**src/rtl/sdram_arbiter_pkg.sv**
```systemverilog
// sdram_arbiter_pkg: owner encoding, slot phase constants and shared types for the SDRAM arbiter
package sdram_arbiter_pkg;
  typedef logic [24:0] addr_t;
  typedef logic [3:0] phase_t;
  typedef struct packed {
    addr_t addr;
    logic we;
    logic [7:0] din;
    logic aux;
  } sd_cmd_t;
  localparam logic [1:0] OWN_NONE = 2'd0;
  localparam logic [1:0] OWN_CPU = 2'd1;
  localparam logic [1:0] OWN_DMA = 2'd2;
  localparam phase_t ARB_PHASE = 4'd12;
  localparam phase_t WR_ACK_PHASE = 4'd2;
  localparam phase_t LAST_PHASE = 4'd13;
  localparam int READ_PHASE_DEF = 5;
  // 14-slot counter locked to clkref: parks at LAST_PHASE until clkref rises, at 0 until it falls
  function automatic phase_t next_phase(input phase_t ph, input logic clkref);
    return (ph == LAST_PHASE) ? (clkref ? 4'd0 : LAST_PHASE) : (ph == 4'd0 && clkref) ? 4'd0 : ph + 4'd1;
  endfunction
endpackage

```
**src/rtl/sdram_arbiter_if.sv**
```systemverilog
// sdram_arbiter_if: one requester port (CPU or DMA) of the SDRAM arbiter
interface sdram_arbiter_if;
  logic req;
  sdram_arbiter_pkg::addr_t addr;
  logic we;
  logic [7:0] din;
  logic aux;
  logic ack;
  logic [15:0] dout;
  modport master(output req, addr, we, din, aux, input ack, dout);
  modport slave(input req, addr, we, din, aux, output ack, dout);
endinterface

```
**src/rtl/sdram_phase.sv**
```systemverilog
// sdram_phase: slot phase counter shared with the sdram controller
module sdram_phase
  import sdram_arbiter_pkg::*;
(
  input  logic   clk,
  input  logic   init_n,
  input  logic   clkref,
  output phase_t ph
);
  phase_t ph_q, ph_d;
  // next slot, held while waiting for the clkref edge
  always_comb ph_d = next_phase(ph_q, clkref);
  // phase register, restarts at slot 0 on reset
  always_ff @(posedge clk or negedge init_n)
    if (!init_n) ph_q <= '0;
    else ph_q <= ph_d;
  assign ph = ph_q;
endmodule

```
**src/rtl/sdram_arbiter.sv**
```systemverilog
// sdram_arbiter: two-port (CPU/DMA) slot arbiter in front of a single-port SDRAM controller
module sdram_arbiter
  import sdram_arbiter_pkg::*;
#(
  parameter int READ_PHASE = READ_PHASE_DEF,
  parameter int STARVE_MAX = 4
) (
  input  logic           clk,
  input  logic           init_n,
  input  logic           clkref,
  input  logic           ram_ready,
  sdram_arbiter_if.slave cpu,
  sdram_arbiter_if.slave dma,
  output addr_t          sd_addr,
  output logic           sd_we,
  output logic [7:0]     sd_din,
  output logic           sd_aux,
  input  logic [15:0]    sd_dout
);
  localparam int SW = $clog2(STARVE_MAX + 2);
  localparam logic [SW-1:0] STARVE_TOP = SW'(STARVE_MAX);
  localparam phase_t RD_PHASE = phase_t'(READ_PHASE);
  phase_t ph;
  logic arb, done;
  logic [1:0] win, own_q, own_d;
  logic [SW-1:0] starve_q, starve_d;
  sd_cmd_t cmd_q, cmd_d;
  logic cack_q, cack_d, dack_q, dack_d;
  logic [15:0] cdout_q, cdout_d, ddout_q, ddout_d;
  sdram_phase u_phase (
    .clk    (clk),
    .init_n (init_n),
    .clkref (clkref),
    .ph     (ph)
  );
  // pick the slot owner at ARB_PHASE and complete the current owner's access at its ack phase
  always_comb begin
    arb = ph == ARB_PHASE;
    win = !ram_ready ? OWN_NONE : (dma.req && starve_q == STARVE_TOP) ? OWN_DMA : cpu.req ? OWN_CPU : dma.req ? OWN_DMA : OWN_NONE;
    own_d = arb ? win : own_q;
    starve_d = !arb ? starve_q : (!dma.req || win == OWN_DMA) ? '0 : (win == OWN_CPU && starve_q != STARVE_TOP) ? starve_q + SW'(1) : starve_q;
    cmd_d = !arb ? cmd_q : win == OWN_CPU ? {cpu.addr, cpu.we, cpu.din, cpu.aux} : win == OWN_DMA ? {dma.addr, dma.we, dma.din, dma.aux} : {cmd_q.addr, 1'b0, cmd_q.din, cmd_q.aux};
    done = own_q != OWN_NONE && (cmd_q.we ? ph == WR_ACK_PHASE : ph == RD_PHASE);
    cack_d = done && own_q == OWN_CPU;
    dack_d = done && own_q == OWN_DMA;
    cdout_d = (cack_d && !cmd_q.we) ? sd_dout : cdout_q;
    ddout_d = (dack_d && !cmd_q.we) ? sd_dout : ddout_q;
  end
  // slot state; reset abandons any access in flight without an ack
  always_ff @(posedge clk or negedge init_n)
    if (!init_n) begin
      own_q <= OWN_NONE;
      starve_q <= '0;
      cmd_q <= '0;
      cack_q <= 1'b0;
      dack_q <= 1'b0;
      cdout_q <= '0;
      ddout_q <= '0;
    end else begin
      own_q <= own_d;
      starve_q <= starve_d;
      cmd_q <= cmd_d;
      cack_q <= cack_d;
      dack_q <= dack_d;
      cdout_q <= cdout_d;
      ddout_q <= ddout_d;
    end
  assign sd_addr = cmd_q.addr;
  assign sd_we = cmd_q.we;
  assign sd_din = cmd_q.din;
  assign sd_aux = cmd_q.aux;
  assign cpu.ack = cack_q;
  assign cpu.dout = cdout_q;
  assign dma.ack = dack_q;
  assign dma.dout = ddout_q;
endmodule

```
**src/flat_wrapper.sv**
```systemverilog
// flat-port wrapper written by rule: the top's interface ports become plain ports
module sdram_arbiter_flat import sdram_arbiter_pkg::*;
#(
  parameter int READ_PHASE = READ_PHASE_DEF,
  parameter int STARVE_MAX = 4
)
  (clk, init_n, clkref, ram_ready, sd_addr, sd_we, sd_din, sd_aux, sd_dout, cpu_req, cpu_addr, cpu_we, cpu_din, cpu_aux, cpu_ack, cpu_dout, dma_req, dma_addr, dma_we, dma_din, dma_aux, dma_ack, dma_dout);
  sdram_arbiter_if cpu_i ();
  sdram_arbiter_if dma_i ();
  input  logic clk;
  input  logic init_n;
  input  logic clkref;
  input  logic ram_ready;
  output addr_t sd_addr;
  output logic sd_we;
  output logic [7:0] sd_din;
  output logic sd_aux;
  input  logic [15:0] sd_dout;
  input wire logic [$bits(cpu_i.req)-1:0] cpu_req;
  input wire logic [$bits(cpu_i.addr)-1:0] cpu_addr;
  input wire logic [$bits(cpu_i.we)-1:0] cpu_we;
  input wire logic [$bits(cpu_i.din)-1:0] cpu_din;
  input wire logic [$bits(cpu_i.aux)-1:0] cpu_aux;
  output wire logic [$bits(cpu_i.ack)-1:0] cpu_ack;
  output wire logic [$bits(cpu_i.dout)-1:0] cpu_dout;
  input wire logic [$bits(dma_i.req)-1:0] dma_req;
  input wire logic [$bits(dma_i.addr)-1:0] dma_addr;
  input wire logic [$bits(dma_i.we)-1:0] dma_we;
  input wire logic [$bits(dma_i.din)-1:0] dma_din;
  input wire logic [$bits(dma_i.aux)-1:0] dma_aux;
  output wire logic [$bits(dma_i.ack)-1:0] dma_ack;
  output wire logic [$bits(dma_i.dout)-1:0] dma_dout;
  assign cpu_i.req = cpu_req;
  assign cpu_i.addr = cpu_addr;
  assign cpu_i.we = cpu_we;
  assign cpu_i.din = cpu_din;
  assign cpu_i.aux = cpu_aux;
  assign cpu_ack = cpu_i.ack;
  assign cpu_dout = cpu_i.dout;
  assign dma_i.req = dma_req;
  assign dma_i.addr = dma_addr;
  assign dma_i.we = dma_we;
  assign dma_i.din = dma_din;
  assign dma_i.aux = dma_aux;
  assign dma_ack = dma_i.ack;
  assign dma_dout = dma_i.dout;
  sdram_arbiter #(.READ_PHASE(READ_PHASE), .STARVE_MAX(STARVE_MAX)) u_core (.clk(clk), .init_n(init_n), .clkref(clkref), .ram_ready(ram_ready), .cpu(cpu_i), .dma(dma_i), .sd_addr(sd_addr), .sd_we(sd_we), .sd_din(sd_din), .sd_aux(sd_aux), .sd_dout(sd_dout));
endmodule
```
**config.mk**
```make
export PLATFORM = sky130hd
export DESIGN_NAME = sdram_arbiter_flat
export DESIGN_NICKNAME = d
export VERILOG_FILES = /design/src/rtl/sdram_arbiter_pkg.sv /design/src/rtl/sdram_arbiter_if.sv /design/src/rtl/sdram_phase.sv /design/src/rtl/sdram_arbiter.sv /design/src/flat_wrapper.sv
export SDC_FILE = /design/constraint.sdc
export NUM_CORES = 1
export LEC_CHECK = 0
export ABC_CLOCK_PERIOD_IN_PS = 3700
export BUFFER_PORTS_ARGS = -buffer_cell sky130_fd_sc_hd__buf_2
export CAP_MARGIN = 20
export CORE_ASPECT_RATIO = 0.7
export CORE_MARGIN = 10
export CORE_UTILIZATION = 35
export CTS_CLUSTER_DIAMETER = 200
export CTS_CLUSTER_SIZE = 16
export DETAILED_ROUTE_END_ITERATION = 8
export GPL_ROUTABILITY_DRIVEN = 1
export PLACE_DENSITY = 0.67
export SLEW_MARGIN = 20
export SYNTH_ARGS = -nofsm -noshare
export SYNTH_HDL_FRONTEND = slang
export SYNTH_SLANG_ARGS = --single-unit
```
**constraint.sdc**
```tcl
create_clock -name clk -period 3.7 [get_ports clk]
set_clock_uncertainty 0.2 [all_clocks]
set_input_delay 0.185 -clock clk [delete_from_list [all_inputs] [get_ports clk]]
set_output_delay 0.185 -clock clk [all_outputs]
set_load 0.02 [all_outputs]
```
Word level (Yosys, flattened, before mapping)
Cells that the tools add are included.

Flip-flop bits (word level): 78. Output and inout port bits: 69.

Add/sub/neg operators: 2. Equality and inequality tests: 10. Multiplexer cells: 12. Reductions and logical operators: 17.

Operator list (number): $mux W35 (2); $mux W4 (3); $eq A4 B4 Y1 const B (2); $logic_and A1 B1 Y1 (8); $mux W2 (4); $mux W3 (2); $reduce_bool A2 Y1 (3); $add A4 B1 Y4 const B (1); $eq A2 B1 Y1 const B (2); $eq A2 B2 Y1 const B (2); $eq A4 B2 Y1 const B (1); $eq A4 B3 Y1 const B (1); $logic_not A4 Y1 (1); $reduce_and A2 Y1 (2); $add A3 B1 Y3 const B (1); $eq A3 B3 Y1 const B (1); $ne A3 B3 Y1 const B (1); $logic_not A1 Y1 (2); $logic_or A1 B1 Y1 (1); $mux W1 (1).

Logic depth before layout (Yosys ltp)
Depth after elaboration: 8. Gate-level depth with buffers: 11. Depth with buffers taken out: 9.

Modules after synthesis
A second synthesis with hierarchy kept.

Cell total of the unflattened synthesis: 295. Area, all modules: 3518.4 µm².

Modules (own cells, without submodules): sdram_arbiter (instances 1, cells an instance 273, area an instance 3290.7 µm², sequential area each 1851.8 µm²); sdram_phase (instances 1, cells an instance 22, area an instance 227.7 µm², sequential area each 100.1 µm²).

Least setup slack after synthesis
No wires, ideal clock.

Path kind: register -> register. Start point: register u_core.starve_q[0]. End point: register u_core.cmd_q (netlist bit u_core.sd_din[1]). Library setup time: 135 ps. Data arrival time: 1844 ps. Data required time: 3365 ps. Path slack: 1521 ps. Cell stages (with the launch flop): 12. Cell sequence: dfrtp_1 -> inv_1 -> ha_1 -> nand2_1 -> a21o_1 -> inv_1 -> ha_1 -> nand4b_1 -> buf_2 -> clkbuf_1 -> nand2_1 -> o21ai_0.

Longest elaborated chain between the ends: 7. Elaborated cells on any way between the ends: 9.

RTL lines: start: declaration (RTL line sdram_arbiter.sv:26) `logic [SW-1:0] starve_q, starve_d;`; start signal: assignment (RTL line sdram_arbiter.sv:61) `starve_q <= starve_d;`; $eq A3 B3 Y1 * (RTL line sdram_arbiter.sv:39) `win = !ram_ready ? OWN_NONE : (dma.req && starve_q == STARVE_TOP) ? OWN_DMA : cpu.req ? OWN_CPU : dma.req ? OW ...`; $logic_and A1 B1 Y1 * (RTL line sdram_arbiter.sv:39); $mux W2 * (2 in a row) (RTL line sdram_arbiter.sv:39); via u_core.win[1] (RTL line sdram_arbiter.sv:25) `logic [1:0] win, own_q, own_d;`; $eq A2 B1 Y1 / $eq A2 B2 Y1 (equally long branches) (RTL line sdram_arbiter.sv:42) `cmd_d = !arb ? cmd_q : win == OWN_CPU ? {cpu.addr, cpu.we, cpu.din, cpu.aux} : win == OWN_DMA ? {dma.addr, dma ...`; $reduce_bool A2 Y1 (no line); $reduce_and A2 Y1 (no line); end signal: assignment (RTL line sdram_arbiter.sv:62) `cmd_q <= cmd_d;`; end: declaration (RTL line sdram_arbiter.sv:27) `sd_cmd_t cmd_q, cmd_d;`.

The timed path passes the listed nets; every way through them passes the cells marked *. A chain may end at the register's enable or synchronous reset.

Worst setup path after layout
Start point: register u_core.starve_q[0]. End point: register u_core.cmd_q (netlist bit u_core.sd_addr[2]).

Same word-level chain as after synthesis.

==> impl_metrics.toml <==
[pwr]
power_mw = 3.594
p_leak_nw = 2.631
power_density_mw_per_mm2 = 661.0
peakVddDrop_uv = 299.8

[final_layout]
final_cell_mix = "buf_2, dlygate4sd3_1, dfrtp_1"
layoutNonFillerInstCount = 661
num-nets-final = 625
drive_above_1_share = 0.4087
layout.cells.most_common = "buf_2"
utilization = 0.5637
fillCellCount = 800
area_growth_pct = 58.32
final_area_mm2 = 0.005438

[die]
initial_core_util = 0.3560
rows = 30
die_x_um = 138.4
die_h_um = 102.9
coreArea_mm2 = 0.009647
dieArea_mm2 = 0.01424
io_pins = 161

[clock_tree]
cts.sinks = 78
clkTransAtPathRegs_ns = 0.06
post-cts-setup-buffers = 0
cts_resized = 0
cts_root_buf = "clkbuf_16"
numCtsBuffers = 9
cts_tree = "built"
cts_max_path_buffers = 2
insertion_delay_ns = 0.32
cts_htree_levels = 3

[global_routing]
antenna_found_initial = 1
grt_remaining_overflow = 0
grt_max_degree = 79
grt_use_met3 = 0.07041
grt_use_total = 0.1514
grt_pass1_vias = 3453
busiest_layer = "met2"
grtUsageMet2 = 0.2529
use_met1 = 0.1733
grt_first_pass_wirelength_um = 17550

[synth]
synth-edff-count = 0
synthDistinctLibCells = 35
synth_nets = 392
yosys_most_used_dff = "dfrtp_1"
synth-async-reset-ratio = 1.000
netlist_instances = 293
yosysTopAreaCellShare = 0.5683
synth_area_leaders = "dfrtp_1, mux2_2, a22oi_1, o21ai_0, mux2_4"
netlist_area_mm2 = 0.003435
yosysWarnings = 0
synth.avg_cell_area_um2 = 11.72
ys_seq_area_frac = 0.5683
ys_ff_latch = 78
synth_top_cell_by_area = "dfrtp_1"

[placed_design]
placed_cells = 565
port_buffers = 160
dp_slack_ns = 1.153
dpl_cell_area_mm2 = 0.004329
hpwl_um = 7493
globalplace.congestion = 0.7747

[route]
drc = 0
wl_per_cell_um = 16.48
via_per_inst = 4.769
drt_first_pass_iters = 5
vias = 3152
ant_nets = 0
wirelength_um = 10890
drt_iter0_markers = 156

[sta]
hold_slack_ns = -0.005002
finalSetupViolCount = 0
worst_pin_slew_ns = 0.9756
max-slew-margin-rel = 0.3496
tns_ns = 0
fmaxAchievable_mhz = 320.2
finalCritPeriodShare = 0.8441
period_needed_ns = 3.123
hold_viol = 2
rsz0062_at_grt = "no"
setup_slack_ns = 0.5768
drv_slew = 0

[setup_path]
path_max_fanout = 29
start_kind = "register"
ff2ff_setup_slack_ns = 0.58
arrival_ns = 3.16
critPathKind = "reg2reg"
cp-end-kind = "register"
required_ns = 3.73

[flow_run]
maxCapViolCount = 0

[status]
outcome = "complete, but fails checks"
violations = "negative hold slack"

[min_path]
hold_path.class = "in2reg"
==> path summary, 6_finish.rpt <==
check | startpoint | end | depth (start not counted)
max | u_core.starve_q[0] | u_core.sd_addr[2] | 11
min | cpu_addr[17] | u_core.sd_addr[17] | 3
max reg2reg | u_core.starve_q[0] | u_core.sd_addr[2] | 11
min reg2reg | u_core.sd_addr[15] | u_core.sd_addr[15] | 2
max in group asynchronous | init_n | u_core.sd_addr[22] | 2
min in group asynchronous | init_n | u_core.cpu.dout[14] | 2
==> registers in the layout, indices dropped and copies added (netlist names) <==
signal             flops
u_core.cpu.ack         1
u_core.cpu.dout       16
u_core.dma.ack         1
u_core.dma.dout       16
u_core.own_q           2
u_core.sd_addr        25
u_core.sd_aux          1
u_core.sd_din          8
u_core.sd_we           1
u_core.starve_q        3
u_core.u_phase.ph      4
==> critical path, cell delays in order (launching register included) <==
cell and delay (ns):
dfrtp_1 0.38, inv_1 0.08, ha_1 0.21, nand2_1 0.07
a21o_1 0.20, inv_1 0.06, ha_1 0.20, nor2b_2 0.33
buf_4 0.37, a22oi_1 0.12, dlygate4sd3_1 0.58, o21ai_0 0.19
==> per-layer routing <==
metal | vias up | wire length (um)
li1 | 1514 | -
met1 | 1485 | 4735
met2 | 137 | 5053
met3 | 16 | 994
met4 | 0 | 109
met5 | - | 0
==> cell families (layout without fill, tap and decap cells) <==
group / after synthesis / count (layout) / synth area share
AOI/OAI and AO/OA: 83 / 83 / 0.1512
and+or+nand+nor: 67 / 67 / 0.1020
muxes: 33 / 33 / 0.1191
adders and majority gates: 7 / 7 / 0.02550
other: 0 / 2 / 0
buffers and inverters: 25 / 263 / 0.03388
DFF: 78 / 78 / 0.5683
==> cell type report <==
| cell class | instances | area [um2] | share of cell area |
|---|---|---|---|
| well taps | 128 | 160.2 | 0.02945 |
| diodes | 2 | 5.005 | 0.0009204 |
| clock buffers | 10 | 229.0 | 0.04211 |
| flip-flops and latches | 78 | 1952 | 0.3590 |
| inverters | 6 | 22.52 | 0.004142 |
| multi-input cells | 190 | 1369 | 0.2517 |
| clock inverters | 6 | 93.84 | 0.01726 |
| repair buffers | 241 | 1607 | 0.2954 |
==> where the power goes <==
| part | switching, mW | internal [mW] | leakage (nW) |
|---|---|---|---|
| logic | 0.733 | 0.564 | 1.49 |
| registers | 0.199 | 1.16 | 0.989 |
| clock network | 0.345 | 0.595 | 0.153 |
==> cells in the mapped netlist, types with 3 or more instances <==
library cell	number
a21oi_1	4
o21ai_0	37
ha_1	7
inv_1	6
mux2_4	10
a31oi_1	3
nor2b_1	4
nand3_1	4
mux2_2	23
a22oi_1	33
clkbuf_1	11
dfrtp_1	78
buf_2	3
nor2_1	5
nand2_1	39
==> what timing repair did <==
action,in CTS,in global routing
hold buffers,78,0
endpoints found under the setup margin,0,0
hold endpoints to repair,142,0
(Power assumes the default switching activity.)
